$ cat src/rtl/des_key_schedule_seq.sv
// rtl/des_key_schedule_seq.sv - sequential DES key-schedule controller
//
// Purpose: accepts a 64-bit DES key, applies PC-1, keeps the C/D halves in
// registers and steps an external combinational shifter/PC-2 stage once per
// round. Round keys leave in order on a valid/ready stream.
//
// Optional feature macro: KEY_PARITY_CHECK_EN (odd parity required per key byte).
//
// Ports:
//   clk, rst                   clock (rising edge), asynchronous active-high reset
//   key_load, key_in, mode     key-load request, DES key (bit 63 = DES bit 1), 1=encrypt
//   flush                      synchronous abort to IDLE
//   load_ready                 high in IDLE; key accepted on key_load && load_ready
//   sh_mode, sh_round          latched mode and current round, to shifter stage
//   sh_Ci, sh_Di               C/D registers, to shifter stage
//   sh_Ci_next, sh_Di_next     shifted halves returned by shifter stage
//   sh_key                     PC-2 round key returned by shifter stage
//   rk_data, rk_round          registered round key and its round index
//   rk_valid, rk_ready         round-key stream handshake
//   busy, done, parity_err     status: RUN/DRAIN, end-of-schedule pulse, key rejection pulse

module des_key_schedule_seq #(
  parameter int NUM_ROUNDS = 16
) (
  input  logic        clk,
  input  logic        rst,
  input  logic        key_load,
  input  logic [63:0] key_in,
  input  logic        mode,
  input  logic        flush,
  output logic        load_ready,
  output logic        sh_mode,
  output logic [3:0]  sh_round,
  output logic [27:0] sh_Ci,
  output logic [27:0] sh_Di,
  input  logic [27:0] sh_Ci_next,
  input  logic [27:0] sh_Di_next,
  input  logic [47:0] sh_key,
  output logic [47:0] rk_data,
  output logic [3:0]  rk_round,
  output logic        rk_valid,
  input  logic        rk_ready,
  output logic        busy,
  output logic        done,
  output logic        parity_err
);

  localparam logic [3:0] LAST_ROUND = 4'(NUM_ROUNDS - 1);

  // PC-1 source positions in DES numbering (1 = MSB of key_in)
  localparam int PC1_TAB [56] = '{
    57, 49, 41, 33, 25, 17,  9,  1, 58, 50, 42, 34, 26, 18,
    10,  2, 59, 51, 43, 35, 27, 19, 11,  3, 60, 52, 44, 36,
    63, 55, 47, 39, 31, 23, 15,  7, 62, 54, 46, 38, 30, 22,
    14,  6, 61, 53, 45, 37, 29, 21, 13,  5, 28, 20, 12,  4
  };

  function automatic logic [55:0] pc1(input logic [63:0] k);
    logic [55:0] res;
    res = '0;
    for (int j = 0; j < 56; j++) begin
      res[55-j] = k[64-PC1_TAB[j]];
    end
    return res;
  endfunction

  typedef enum logic [1:0] {S_IDLE, S_RUN, S_DRAIN} state_t;

  state_t      r_state;
  state_t      w_state_next;
  logic [27:0] r_c;
  logic [27:0] r_d;
  logic [3:0]  r_cnt;
  logic        r_mode;
  logic [47:0] r_rk_data;
  logic [3:0]  r_rk_round;
  logic        r_rk_valid;
  logic        r_done;
  logic        r_parity_err;

  logic [55:0] w_pc1;
  logic        w_parity_ok;
  logic        w_accept;
  logic        w_advance;
  logic        w_drain_done;
  logic        w_abort;
  logic        w_parity_rej;

  assign w_pc1 = pc1(key_in);

`ifdef KEY_PARITY_CHECK_EN
  always_comb begin
    w_parity_ok = 1'b1;
    for (int b = 0; b < 8; b++) begin
      w_parity_ok = w_parity_ok & (^key_in[b*8 +: 8]);
    end
  end
`else
  // Parity bits are not part of PC-1; sink them so they are visibly unused.
  logic w_unused_parity;
  assign w_unused_parity = ^{key_in[56], key_in[48], key_in[40], key_in[32],
                             key_in[24], key_in[16], key_in[8],  key_in[0]};
  assign w_parity_ok = 1'b1;
`endif

  always_ff @(posedge clk or posedge rst) begin
    if (rst) begin
      r_state <= S_IDLE;
    end else begin
      r_state <= w_state_next;
    end
  end

  always_comb begin
    w_state_next = r_state;
    w_accept     = 1'b0;
    w_advance    = 1'b0;
    w_drain_done = 1'b0;
    w_abort      = 1'b0;
    w_parity_rej = 1'b0;
    case (r_state)
      S_IDLE: begin
        // flush wins over a same-cycle load; flush itself is a no-op here
        if (key_load && !flush) begin
          if (w_parity_ok) begin
            w_accept     = 1'b1;
            w_state_next = S_RUN;
          end else begin
            w_parity_rej = 1'b1;
          end
        end
      end
      S_RUN: begin
        if (flush) begin
          w_abort      = 1'b1;
          w_state_next = S_IDLE;
        end else if (!r_rk_valid || rk_ready) begin
          w_advance = 1'b1;
          if (r_cnt == LAST_ROUND) begin
            w_state_next = S_DRAIN;
          end
        end
      end
      S_DRAIN: begin
        if (flush) begin
          w_abort      = 1'b1;
          w_state_next = S_IDLE;
        end else if (r_rk_valid && rk_ready) begin
          w_drain_done = 1'b1;
          w_state_next = S_IDLE;
        end
      end
      default: w_state_next = S_IDLE;
    endcase
  end

  always_ff @(posedge clk or posedge rst) begin
    if (rst) begin
      r_c          <= '0;
      r_d          <= '0;
      r_cnt        <= '0;
      r_mode       <= 1'b0;
      r_rk_data    <= '0;
      r_rk_round   <= '0;
      r_rk_valid   <= 1'b0;
      r_done       <= 1'b0;
      r_parity_err <= 1'b0;
    end else begin
      r_done       <= w_drain_done;
      r_parity_err <= w_parity_rej;
      if (w_abort) begin
        // C/D intentionally hold across an abort
        r_rk_valid <= 1'b0;
        r_cnt      <= '0;
      end else if (w_accept) begin
        r_c    <= w_pc1[55:28];
        r_d    <= w_pc1[27:0];
        r_mode <= mode;
        r_cnt  <= '0;
      end else if (w_advance) begin
        r_rk_data  <= sh_key;
        r_rk_round <= r_cnt;
        r_rk_valid <= 1'b1;
        r_c        <= sh_Ci_next;
        r_d        <= sh_Di_next;
        if (r_cnt != LAST_ROUND) begin
          r_cnt <= r_cnt + 4'd1;
        end
      end else if (w_drain_done) begin
        r_rk_valid <= 1'b0;
      end
    end
  end

  assign load_ready = (r_state == S_IDLE);
  assign busy       = (r_state != S_IDLE);
  assign sh_mode    = r_mode;
  assign sh_round   = r_cnt;
  assign sh_Ci      = r_c;
  assign sh_Di      = r_d;
  assign rk_data    = r_rk_data;
  assign rk_round   = r_rk_round;
  assign rk_valid   = r_rk_valid;
  assign done       = r_done;
  assign parity_err = r_parity_err;

endmodule

$ cat config.mk
export PLATFORM = sky130hd
export DESIGN_NAME = des_key_schedule_seq
export DESIGN_NICKNAME = d
export VERILOG_FILES = /design/src/rtl/des_key_schedule_seq.sv
export SDC_FILE = /design/constraint.sdc
export NUM_CORES = 1
export LEC_CHECK = 0
export BUFFER_PORTS_ARGS = -buffer_cell sky130_fd_sc_hd__buf_2
export CAP_MARGIN = 5
export CORE_MARGIN = 5
export CORE_UTILIZATION = 45
export CTS_CLUSTER_SIZE = 40
export DETAILED_ROUTE_END_ITERATION = 8
export PLACE_DENSITY = 0.92
export RECOVER_POWER = 100
export SYNTH_ARGS = -nofsm -noshare
export SYNTH_HDL_FRONTEND = slang
export SYNTH_SLANG_ARGS = --single-unit
$ cat constraint.sdc
create_clock -name clk -period 6.72 [get_ports clk]
set_clock_uncertainty 0.15 [all_clocks]
set_input_delay 2.016 -clock clk [delete_from_list [all_inputs] [get_ports clk]]
set_output_delay 2.016 -clock clk [all_outputs]
set_load 0.02 [all_outputs]
# Word level (Yosys, flattened, before mapping)
# Index checks and enable logic that the tools add are counted.
dict set report totals {
  wordCells 68
  ff_bits 117
}
dict set report op_classes {
  add_sub_neg 1
  eq_ne 9
  reduce_logical 18
  bitwise_logic 2
  n_mux 29
}
# operator n
set op_table {}
lappend op_table {{$mux W28} 4}
lappend op_table {{$mux W4} 4}
lappend op_table {{$mux W1} 14}
lappend op_table {{$mux W2} 6}
lappend op_table {{$ne A3 B3 Y1 const B} 3}
lappend op_table {{$reduce_bool A3 Y1} 3}
lappend op_table {{$reduce_and A2 Y1} 4}
lappend op_table {{$pmux W2 S3} 1}
lappend op_table {{$add A4 B1 Y4 const B} 1}
lappend op_table {{$eq A4 B4 Y1 const B} 1}
lappend op_table {{$ne A2 B1 Y1 const B} 2}
lappend op_table {{$ne A4 B4 Y1 const B} 1}
lappend op_table {{$reduce_and A4 Y1} 1}
lappend op_table {{$reduce_bool A2 Y1} 2}
lappend op_table {{$reduce_and A3 Y1} 1}
lappend op_table {{$eq A2 B1 Y1 const B} 1}
lappend op_table {{$eq A2 B2 Y1 const B} 1}
lappend op_table {{$logic_and A1 B1 Y1} 2}
lappend op_table {{$logic_not A1 Y1} 2}
lappend op_table {{$logic_not A2 Y1} 1}
lappend op_table {{$not A1 Y1} 2}
lappend op_table {{$reduce_or A2 Y1} 1}
lappend op_table {{$logic_or A1 B1 Y1} 1}

# Logic depth before layout (Yosys ltp)
dict set report logic_depth {
  depth_word 8
  depth_mapped 7
  mapped_depth_nobuf 6
}

# Worst setup path after synthesis
# No wires, ideal clock.
dict set report synth_timing {
  path_kind {input port to flip-flop}
  startpoint {input rk_ready}
  endpoint {register r_d[10], in the netlist sh_Di[10]}
  cell_stages 7
  path_slack_ps 3340
  arrival_time_ps 3105
  setup_time_ps 125
  t_required_ps 6445
  n_path_buf 3
  path_cell_list {nand2b_1 buf_2 nand2_1 a21oi_2 buf_6 buf_4 mux2_2}
}
dict set report synth_via {
  elab_chain_len 6
}
# element line_no
set synth_lines {}
lappend synth_lines {{start: declaration} 42} ;# input logic rk_ready,
lappend synth_lines {{$logic_or A1 B1 Y1} 137} ;# end else if (!r_rk_valid || rk_ready) begin
lappend synth_lines {{$mux W1} 137}
lappend synth_lines {{$mux W1} 134} ;# if (flush) begin
lappend synth_lines {{$mux W1} 121} ;# case (r_state)
lappend synth_lines {{$reduce_bool A2 Y1 (no source line)} n/a}
lappend synth_lines {{$reduce_and A2 Y1 (no source line)} n/a}
lappend synth_lines {{end signal: assignment} 177} ;# r_d <= w_pc1[27:0];
lappend synth_lines {{end signal: assignment} 185} ;# r_d <= sh_Di_next;
lappend synth_lines {{end: declaration} 72} ;# logic [27:0] r_d;
# No other way between the ends.
# A chain may end at the register's enable or synchronous reset.

# Worst setup path after layout
dict set report layout_timing {
  startpoint {input flush}
  endpoint {register r_rk_data[38], in the netlist rk_data[38]}
}
dict set report layout_via {
  elab_chain_len 6
}
# element line_no
set layout_lines {}
lappend layout_lines {{start: declaration} 30} ;# input logic flush,
lappend layout_lines {{$logic_not A1 Y1} 124} ;# if (key_load && !flush) begin
lappend layout_lines {{$logic_and A1 B1 Y1} 124}
lappend layout_lines {{$mux W1} 124}
lappend layout_lines {{$mux W1} 121}
lappend layout_lines {{$not A1 Y1 (no source line)} n/a}
lappend layout_lines {{$reduce_and A3 Y1 (no source line) *} n/a}
lappend layout_lines {{end signal: assignment} 181} ;# r_rk_data <= sh_key;
lappend layout_lines {{end: declaration} 75} ;# logic [47:0] r_rk_data;
# Mark *: on every way between the ends. The rest lies on a longest branch, timed or not.

==> results.cfg <==
[power_and_ir_drop]
internal-power_mw = 2.22
p_seq_share_pct = 34.5
pwr-share-clk_pct = 23.7
p_leak_nw = 3.34
p_comb_share_pct = 41.8
sw_frac_of_total_pct = 38.4
power.density_nw_per_um2 = 503
p_sw_mw = 1.38
vdd_drop_max_v = 0.000300

[timing]
slew_headroom_pct = -114
post-route-period-util_pct = 74.8
setup_viol = 0
fmax_mhz = 199
setup_ws_ns = 1.69
worst-slew-pin-transition_ns = 3.20
rsz0062_at_grt = no
drv_slew = 129
period_needed_ns = 5.03
setup_tns_ns = 0
hold_viol_final = 0

[placed_design]
dp_hpwl_um = 10700
place_ws_ns = 2.48
globalplace.congestion = 0.818
port_buffers = 282

[clock_network]
cts_resized = 0
cts-root-buf = clkbuf_16
insertion_delay_ns = 0.40
clk_path_buf_depth = 2
cts_tree = built
cts_setup_buffers = 0
cts_htree_levels = 4
holdBufCountCts = 0
clk_pin_slew_ns = 0.05
numCtsBuffers = 17
clock-sinks = 117

[setup_path]
crit_arrival_ns = 5.15
path_max_fanout = 53
crit_slowest_cell = clkbuf_1
startpoint_type = input pin
crit_top_cell = clkbuf_1
endpoint_kind = flop
path_class = in2reg
cp_top_family = buffers and inverters
cpPeakStageDelay_ns = 1.92
crit_chain = clkbuf_1 > and2b_1 > nand3_2 > clkbuf_1 > mux2_2
required_ns = 6.85
critPathBufInv = 2

[status]
violations = max-capacitance violations, max-slew violations
status = complete, but fails checks

[grt]
grt_pass1_vias = 4381
grt_overflow = 0
grt_max_degree = 75
antenna_found_initial = 1
grt.total_usage_pct = 19.7
grt_pass1_wl_um = 22100

[logic_synthesis]
synth_top_area_share_pct = 55.1
syn-cell-area_um2 = 5320
avgSynthCellArea_um2 = 15.1
synth_edf_count = 0
synth.area.top_cells = dfrtp_1 (55%), mux2_2 (25%), mux2_1 (6.6%)
yosys.area.top_type = dfrtp_1
synth-seq-cells = 117
yosysMostFrequentCell = dfrtp_1
yosysWarnings = 0
synthTopCellsByCount = dfrtp_1 (117), mux2_2 (116), mux2_1 (31)
syn_nets = 531
synthArstFlopShare_pct = 100
syn-instance-count = 351
yosysUniqueCellTypes = 30
ys_seq_area_share_pct = 55.1
synth-main-ff-cell = dfrtp_1

[detailed_routing]
routedWlPerCell_um = 17.5
wirelength_um = 13800
num_vias = 3957
viasPerCell = 5.00
final_antenna_net_count = 0
first_pass_iters = 4
drtIter0Drc = 144
drc_errors = 0

[floorplanning]
initial_utilization_pct = 46.2
num_rows = 39
core_area_um2 = 11500
die_h_um = 119
ios = 292
die_w_um = 119
dieArea_um2 = 14100

[flow_run]
max-cap-violations = 2

[cells_and_area]
drive_gt1_share_pct = 48.3
area_growth_pct = 34.7
insertedDiodeCount = 0
final_nets = 817

[worst_hold_path]
hold_path.class = reg2reg
[through the flow]
stage | utilization (%) | cells | cell area, µm² | hold slack (ns) | total power, mW
2_1_floorplan | - | 351 | 5320 | 0.372 | 2.32
3_3_place_gp | 59.2 | 761 | 6810 | 0.314 | 2.79
3_5_place_dp | 59.2 | 761 | 6810 | 0.316 | 2.88
4_1_cts | 64.1 | 791 | 7390 | 0.329 | 3.75
5_1_grt | 62.2 | 791 | 7160 | 0.352 | 3.82
6_report | 62.2 | 791 | 7160 | 0.331 | 3.60
[metal layers]
layer / track usage (%) / wire [µm] / share of wire, % / up-vias
li1: - / - / - / 1814
met1: 20.9 / 4930 / 36 / 1908
met2: 35.4 / 7360 / 53 / 203
met3: 7.50 / 1270 / 9.1 / 32
met4: 7.24 / 289 / 2.1 / 0
met5: 0 / 0 / 0 / -
[cells by family after synthesis]
family / Yosys count / synth area share (%)
AO/OA/AOI/OAI: 8 / 1.11
multiplexers: 167 / 36.6
XOR/XNOR: 2 / 0.330
adder cells (fa/ha/maj): 6 / 1.41
flip-flops: 117 / 55.1
other: 1 / 0.0706
buffers and inverters: 24 / 2.85
AND/OR/NAND/NOR: 26 / 2.54
[path summary, 6_finish.rpt]
kind / start / to / slack (ns) / cells past startpoint
worst max register to register: r_state[1]$_DFFE_PP0P_ / rk_data[38]$_DFFE_PP0P_ / 2.94 / 6
worst max-delay path: flush / rk_data[38]$_DFFE_PP0P_ / 1.69 / 5
worst min-delay path: sh_Ci[2]$_DFFE_PP0P_ / sh_Ci[2]$_DFFE_PP0P_ / 0.33 / 1
worst min register to register: sh_Ci[2]$_DFFE_PP0P_ / sh_Ci[2]$_DFFE_PP0P_ / 0.33 / 1
max in group asynchronous: rst / rk_data[46]$_DFFE_PP0P_ / 2.40 / 3
min in group asynchronous: rst / rk_data[44]$_DFFE_PP0P_ / 2.39 / 2
[worst register-to-register path, cell delays in order (launching register included)]
cell	delay, ns
dfrtp_1	0.38
inv_1	0.15
ha_1	0.27
nand2_1	0.17
nand3_2	0.09
clkbuf_1	1.92
mux2_2	0.54
[cells in the final DEF (no fill, tap or decap), drive strengths merged]
master and count:
a211oi 1, a21oi 2, a221o 1, a31oi 1
a32oi 1, and2b 1, and3 1, buf 167
bufinv 1, clkbuf 146, clkinv 2, clkinvlp 1
conb 1, dfrtp 117, ha 6, inv 4
mux2 165, mux2i 2, nand2 9, nand2b 2
nand3 5, nand4 1, nor2 5, nor2b 2
o211ai 1, o21ai 1, xor2 2
[cell type report]
| type | instances | area (µm²) |
|---|---|---|
| sequential | 117 | 2930 |
| clock inverter | 3 | 40.0 |
| tap | 143 | 179 |
| clock buffer | 27 | 533 |
| inverter | 5 | 20.0 |
| fill | 961 | 4350 |
| multi-input combinational | 210 | 2170 |
| timing repair buffer | 286 | 1290 |
[state kept, by name (all words and copies together) (netlist names)]
register,flops
rk_data,48
r_state,2
rk_round,4
rk_valid,1
sh_round,4
sh_Ci,28
sh_Di,28
done,1
sh_mode,1
[power by group through the flow]
stage / Sequential [mW] / Combinational, mW / Clock [mW]
floorplan: 1.65 / 0.668 / 0
global placement: 1.21 / 1.58 / 0
detailed placement: 1.24 / 1.64 / 0
CTS: 1.23 / 1.64 / 0.875
global route: 1.29 / 1.62 / 0.910
finish: 1.24 / 1.51 / 0.852
No activity file was read; power rests on OpenSTA's default activity.
